===== config.mk =====
export PLATFORM = sky130hd
export DESIGN_NAME = mips_multicycle_core
export DESIGN_NICKNAME = d
export VERILOG_FILES = /design/src/rtl/mips_multicycle_core.sv
export SDC_FILE = /design/constraint.sdc
export NUM_CORES = 2
export LEC_CHECK = 0
export CAP_MARGIN = 5
export CORE_AREA = 2 2 404 507
export CTS_BUF_LIST = sky130_fd_sc_hd__clkbuf_4
export CTS_CLUSTER_DIAMETER = 150
export DETAILED_ROUTE_END_ITERATION = 6
export DIE_AREA = 0 0 406 509
export GPL_ROUTABILITY_DRIVEN = 1
export PLACE_DENSITY_LB_ADDON = 0.05
export SLEW_MARGIN = 15
export SYNTH_ARGS = -nofsm -noshare
export SYNTH_HDL_FRONTEND = slang
export SYNTH_SLANG_ARGS = --single-unit

===== constraint.sdc =====
create_clock -name clk -period 11 [get_ports clk]
set_input_delay 2.75 -clock clk [delete_from_list [all_inputs] [get_ports clk]]
set_output_delay 2.75 -clock clk [all_outputs]
set_load 0.02 [all_outputs]

===== src/rtl/mips_multicycle_core.sv =====
// mips_multicycle_core: multi-cycle MIPS-subset core. Instructions and data share
// one valid/ready memory port, so any access may stall. Internal 32x32 register
// file with a combinational debug read port. Illegal opcodes park the core in TRAP.
module mips_multicycle_core #(
  parameter logic [31:0] RESET_PC = 32'h0000_0000,
  parameter int unsigned ADDR_W   = 32
) (
  input  logic              clk,
  input  logic              reset,
  output logic              mem_req,
  output logic              mem_we,
  output logic [ADDR_W-1:0] mem_addr,
  output logic [31:0]       mem_wdata,
  input  logic [31:0]       mem_rdata,
  input  logic              mem_ready,
  input  logic [4:0]        tb_add,
  output logic [31:0]       tb_da,
  output logic [31:0]       pc,
  output logic [31:0]       inst,
  output logic              trap
);

  localparam logic [5:0] OP_R    = 6'h00;
  localparam logic [5:0] OP_J    = 6'h02;
  localparam logic [5:0] OP_JAL  = 6'h03;
  localparam logic [5:0] OP_BEQ  = 6'h04;
  localparam logic [5:0] OP_BNE  = 6'h05;
  localparam logic [5:0] OP_ADDI = 6'h08;
  localparam logic [5:0] OP_SLTI = 6'h0A;
  localparam logic [5:0] OP_ANDI = 6'h0C;
  localparam logic [5:0] OP_ORI  = 6'h0D;
  localparam logic [5:0] OP_LW   = 6'h23;
  localparam logic [5:0] OP_SW   = 6'h2B;

  localparam logic [5:0] F_SLL = 6'h00;
  localparam logic [5:0] F_SRL = 6'h02;
  localparam logic [5:0] F_JR  = 6'h08;
  localparam logic [5:0] F_ADD = 6'h20;
  localparam logic [5:0] F_SUB = 6'h22;
  localparam logic [5:0] F_AND = 6'h24;
  localparam logic [5:0] F_OR  = 6'h25;
  localparam logic [5:0] F_SLT = 6'h2A;

  typedef enum logic [2:0] {
    FETCH,
    DECODE,
    EXEC,
    MEM,
    WB,
    TRAP
  } state_t;

  state_t      state, next_state;
  logic [31:0] regs [32];
  logic [31:0] a_reg, b_reg, alu_out, mdr, br_target;
  logic        run;
  logic [31:0] addr_full;
  logic        fire;

  // instruction fields
  logic [5:0]  op, funct;
  logic [4:0]  rs, rt, rd, shamt;
  logic [15:0] imm;
  logic [31:0] sext_imm, zext_imm, rf_rs, rf_rt, jump_target;
  logic        legal_op, is_jr, take_branch;
  logic [31:0] alu_res;
  logic        wr_en;
  logic [4:0]  wr_addr;
  logic [31:0] wr_data;

  assign op          = inst[31:26];
  assign rs          = inst[25:21];
  assign rt          = inst[20:16];
  assign rd          = inst[15:11];
  assign shamt       = inst[10:6];
  assign funct       = inst[5:0];
  assign imm         = inst[15:0];
  assign sext_imm    = {{16{imm[15]}}, imm};
  assign zext_imm    = {16'h0000, imm};
  assign rf_rs       = regs[rs];
  assign rf_rt       = regs[rt];
  assign jump_target = {pc[31:28], inst[25:0], 2'b00};
  assign is_jr       = (op == OP_R) && (funct == F_JR);
  assign take_branch = ((op == OP_BEQ) && (a_reg == b_reg)) ||
                       ((op == OP_BNE) && (a_reg != b_reg));

  assign tb_da     = (tb_add == 5'd0) ? '0 : regs[tb_add];
  assign trap      = (state == TRAP);
  assign mem_wdata = b_reg;
  assign mem_addr  = addr_full[ADDR_W-1:0] & ~ADDR_W'(3);
  assign fire      = mem_req && mem_ready;

  // opcode legality check for DECODE
  always_comb begin
    legal_op = 1'b0;
    case (op)
      OP_R, OP_J, OP_JAL, OP_BEQ, OP_BNE, OP_ADDI, OP_SLTI,
      OP_ANDI, OP_ORI, OP_LW, OP_SW: legal_op = 1'b1;
      default: legal_op = 1'b0;
    endcase
  end

  // ALU: operates on the latched operands, result captured in EXEC
  always_comb begin
    alu_res = '0;
    case (op)
      OP_R: begin
        case (funct)
          F_ADD:   alu_res = a_reg + b_reg;
          F_SUB:   alu_res = a_reg - b_reg;
          F_AND:   alu_res = a_reg & b_reg;
          F_OR:    alu_res = a_reg | b_reg;
          F_SLT:   alu_res = {31'b0, $signed(a_reg) < $signed(b_reg)};
          F_SLL:   alu_res = b_reg << shamt;
          F_SRL:   alu_res = b_reg >> shamt;
          default: alu_res = '0;
        endcase
      end
      OP_ADDI, OP_LW, OP_SW: alu_res = a_reg + sext_imm;
      OP_ANDI:               alu_res = a_reg & zext_imm;
      OP_ORI:                alu_res = a_reg | zext_imm;
      OP_SLTI:               alu_res = {31'b0, $signed(a_reg) < $signed(sext_imm)};
      default:               alu_res = '0;
    endcase
  end

  // write-back destination and source; unknown R functs execute as nop
  always_comb begin
    wr_en   = 1'b0;
    wr_addr = rt;
    wr_data = alu_out;
    case (op)
      OP_R: begin
        wr_addr = rd;
        case (funct)
          F_ADD, F_SUB, F_AND, F_OR, F_SLT, F_SLL, F_SRL: wr_en = 1'b1;
          default: wr_en = 1'b0;
        endcase
      end
      OP_ADDI, OP_ANDI, OP_ORI, OP_SLTI: wr_en = 1'b1;
      OP_LW: begin
        wr_en   = 1'b1;
        wr_data = mdr;
      end
      default: wr_en = 1'b0;
    endcase
  end

  // state register
  always_ff @(posedge clk) begin
    if (reset) state <= FETCH;
    else       state <= next_state;
  end

  // next-state and memory port control; run keeps the request low for the
  // first cycle after reset so a reset during a wait visibly drops mem_req
  always_comb begin
    next_state = state;
    mem_req    = 1'b0;
    mem_we     = 1'b0;
    addr_full  = pc;
    case (state)
      FETCH: begin
        mem_req = run;
        if (run && mem_ready) next_state = DECODE;
      end
      DECODE: begin
        if (!legal_op)                                  next_state = TRAP;
        else if ((op == OP_J) || (op == OP_JAL) || is_jr) next_state = FETCH;
        else                                            next_state = EXEC;
      end
      EXEC: begin
        if ((op == OP_BEQ) || (op == OP_BNE))    next_state = FETCH;
        else if ((op == OP_LW) || (op == OP_SW)) next_state = MEM;
        else                                     next_state = WB;
      end
      MEM: begin
        mem_req   = 1'b1;
        mem_we    = (op == OP_SW);
        addr_full = alu_out;
        if (mem_ready) next_state = (op == OP_SW) ? FETCH : WB;
      end
      WB:      next_state = FETCH;
      TRAP:    next_state = TRAP;
      default: next_state = FETCH;
    endcase
  end

  // datapath registers and register file
  always_ff @(posedge clk) begin
    if (reset) begin
      pc        <= RESET_PC;
      inst      <= '0;
      a_reg     <= '0;
      b_reg     <= '0;
      alu_out   <= '0;
      mdr       <= '0;
      br_target <= '0;
      run       <= 1'b0;
      regs      <= '{default: '0};
    end else begin
      run <= 1'b1;
      case (state)
        FETCH: begin
          if (fire) begin
            inst <= mem_rdata;
            pc   <= pc + 32'd4;
          end
        end
        DECODE: begin
          a_reg     <= rf_rs;
          b_reg     <= rf_rt;
          br_target <= pc + {sext_imm[29:0], 2'b00};
          if (op == OP_J) begin
            pc <= jump_target;
          end else if (op == OP_JAL) begin
            pc       <= jump_target;
            regs[31] <= pc;
          end else if (is_jr) begin
            pc <= rf_rs;
          end
        end
        EXEC: begin
          alu_out <= alu_res;
          if (take_branch) pc <= br_target;
        end
        MEM: begin
          if (fire && !mem_we) mdr <= mem_rdata;
        end
        WB: begin
          if (wr_en && (wr_addr != 5'd0)) regs[wr_addr] <= wr_data;
        end
        default: ;
      endcase
    end
  end

endmodule


==> metrics.md <==
| Metric | Value |
|---|---|
| Post-synthesis sequential area ratio | 0.312 |
| Maximum clock rate | 113 MHz |
| First-pass GRT wire length | 517000 µm |
| EDFF count, synth | 0 |
| Clock H-tree levels | 5 |
| Die ar. | 207000 µm² |
| Post-Route Setup TNS | 0 ps |
| WL final | 365000 µm |
| Die Y | 509 µm |
| CTS resizes | 0 |
| Setup crit end kind | primary output |
| WP data required | 8250 ps |
| Total grt overflow | 0 |
| Vias/cell | 6.47 |
| # DRC | 0 |
| Final Net Count | 8149 |
| Top_reg_cell synth | dfxtp_1 |
| Area grow syn2layout | 11.2% |
| Worst Path Arrival | 6090 ps |
| Netlist Area Pre-Place | 80400 µm² |
| Initial antenna violation count | 23 |
| DR pass1 iterations | 6 |
| Max-Cap Viols | 0 |
| Synthesized instance count | 7966 |
| CP Class | primary input to primary output |
| Share of layout cells above drive strength 1 | 0.240 |
| Async SR Flop Fraction | 0 |
| CTS tree | done |
| VDD IR-drop max | 0.0830 mV |
| Status | finished, final reports clean |
| Total number of vias | 70400 |
| I/O pin count | 203 |
| Synth area leaders | dfxtp_1, mux4_2, a211oi_1 |
| Setup violators final | 0 |
| RSZ-0062 raised after global routing | no |
| CTS clock-pin slew for the worst setup and hold paths | 60 ps |
| P_leak | 28.1 nW |
| Routed len/inst | 33.6 µm |
| Startpoint types | primary input |
| Post-CTS Setup Repair Bufs | 0 |
| Clock latency on the worst-skew pair | 1280 ps |
| Final Power | 0.0113 W |
| Post-synth top area cell | dfxtp_1 |
| CTS Hold Bufs | 0 |
| Ys Warns | 0 |
| CTS buffer count | 354 |
| CP max FO | 56 |
| Initial core utilization | 0.398 |
| Top reg by flops | regs |
| Root buffer cell | clkbuf_4 |
| HP Class | flip-flop to flip-flop |
| Rows | 185 |
| Max-slew violations | 0 |
| Tcrit/Tclk final | 0.803 |
| Final hold viol count | 0 |
| Number of flip-flops in the largest register | 1024 |
| Iteration-0 DRC count of the detailed router | 7499 |
| Post-synth top cells | nor2_1, dfxtp_1, a211oi_1 |
| Synth top area share | 0.312 |
| GP Congestion | 1.01 |
| Clock buffer depth | 4 |
| Clock skew | 153 ps |
| Pwr/cell area | 126 nW/µm² |
| Worst relative slew slack | 0.0695 |
| Core Footprint | 202000 µm² |
| Vias in the first global route | 67900 |
| Synth unique cells | 100 |
| Fin crit period | 8840 ps |
| Yosys reg bits | 1252 |
| Final hold slack | 458 ps |
| Largest net degree at the start of global routing | 187 |
| Syn avg cell area | 10.1 µm² |
| Worst-margin pin slew | 1370 ps |
| GRT Overall Usage | 0.349 |
| Fill cells | 19400 |
| Post-DP HPWL | 242000 µm |
| Top-count cell post-synth | nor2_1 |
| Post-route ant nets | 0 |
| Clock Sink Count | 1252 |
| Die Width | 406 µm |
| PortBufs | 200 |
-- report_power, final --
part           total (W)  switching [W]  internal (W)
Combinational    0.00212        0.00145      0.000673
Sequential       0.00472       0.000142       0.00458
Clock            0.00446        0.00217       0.00229
Total             0.0113        0.00377       0.00754
-- kinds of logic after synthesis --
family | share of synthesized area
multiplexers | 0.304
AND/OR/NAND/NOR | 0.111
adder cells (fa/ha/maj) | 0.0335
other | 0.0000466
flip-flops | 0.312
AO/OA/AOI/OAI | 0.183
XOR/XNOR | 0.00643
buffers and inverters | 0.0505
-- metrics by stage --
stage	instances	instance area (µm²)	setup WS, ps	util
2_1_floorplan	7967	80400	3190	-
4_1_cts	10900	89200	2080	0.442
5_1_grt	10900	89400	2000	0.442
6_report	10900	89400	2160	0.442
3_5_place_dp	10200	84800	2090	0.420
3_3_place_gp	10200	84800	2100	0.420
-- per-layer routing --
layer,vias up,track usage,wire [µm]
li1,30700,-,-
met1,35500,0.437,143000
met2,3323,0.548,168000
met3,879,0.0719,28100
met4,14,0.222,26100
met5,-,0,273
-- worst max-delay path, stage by stage --
cell and delay (ps):
buf_8 470, buf_4 510, mux4_2 560, mux4_2 500, mux2i_1 330, nor2_1 250
clkdlybuf4s50_1 670
-- cells in the final DEF (no fill, tap or decap), drive strengths merged, types with 45 or more instances in the layout --
cell type	instances
a211oi	1115
a21o	45
a21oi	376
a221oi	53
buf	245
clkbuf	519
clkdlybuf4s50	194
clkinv	85
dfxtp	1252
ha	209
inv	151
mux2i	185
mux4	983
nand2	338
nand3	54
nor2	1425
nor2b	56
nor3	90
o21ai	199
-- layout make-up --
cell class | instances | area (µm²) | share of cell area
sequential | 1252 | 25100 | 0.281
multi-input combinational | 5702 | 51800 | 0.580
clock inverter | 97 | 542 | 0.00606
tap | 2711 | 3390 | 0.0379
inverter | 147 | 557 | 0.00623
antenna | 16 | 40.0 | 0.000448
timing repair buffer | 439 | 4040 | 0.0452
clock buffer | 519 | 3900 | 0.0436
-- worst paths after layout --
check / slack (ps) / end / cells past startpoint / start
max: 2160 / tb_da[15] / 7 / tb_add[0]
min: 460 / br_target[9] / 2 / br_target[9]
max reg2reg: 5260 / pc[22] / 12 / mem_wdata[9]
min reg2reg: 460 / br_target[9] / 2 / br_target[9]
Note: power is estimated with default switching activity, not from simulation.
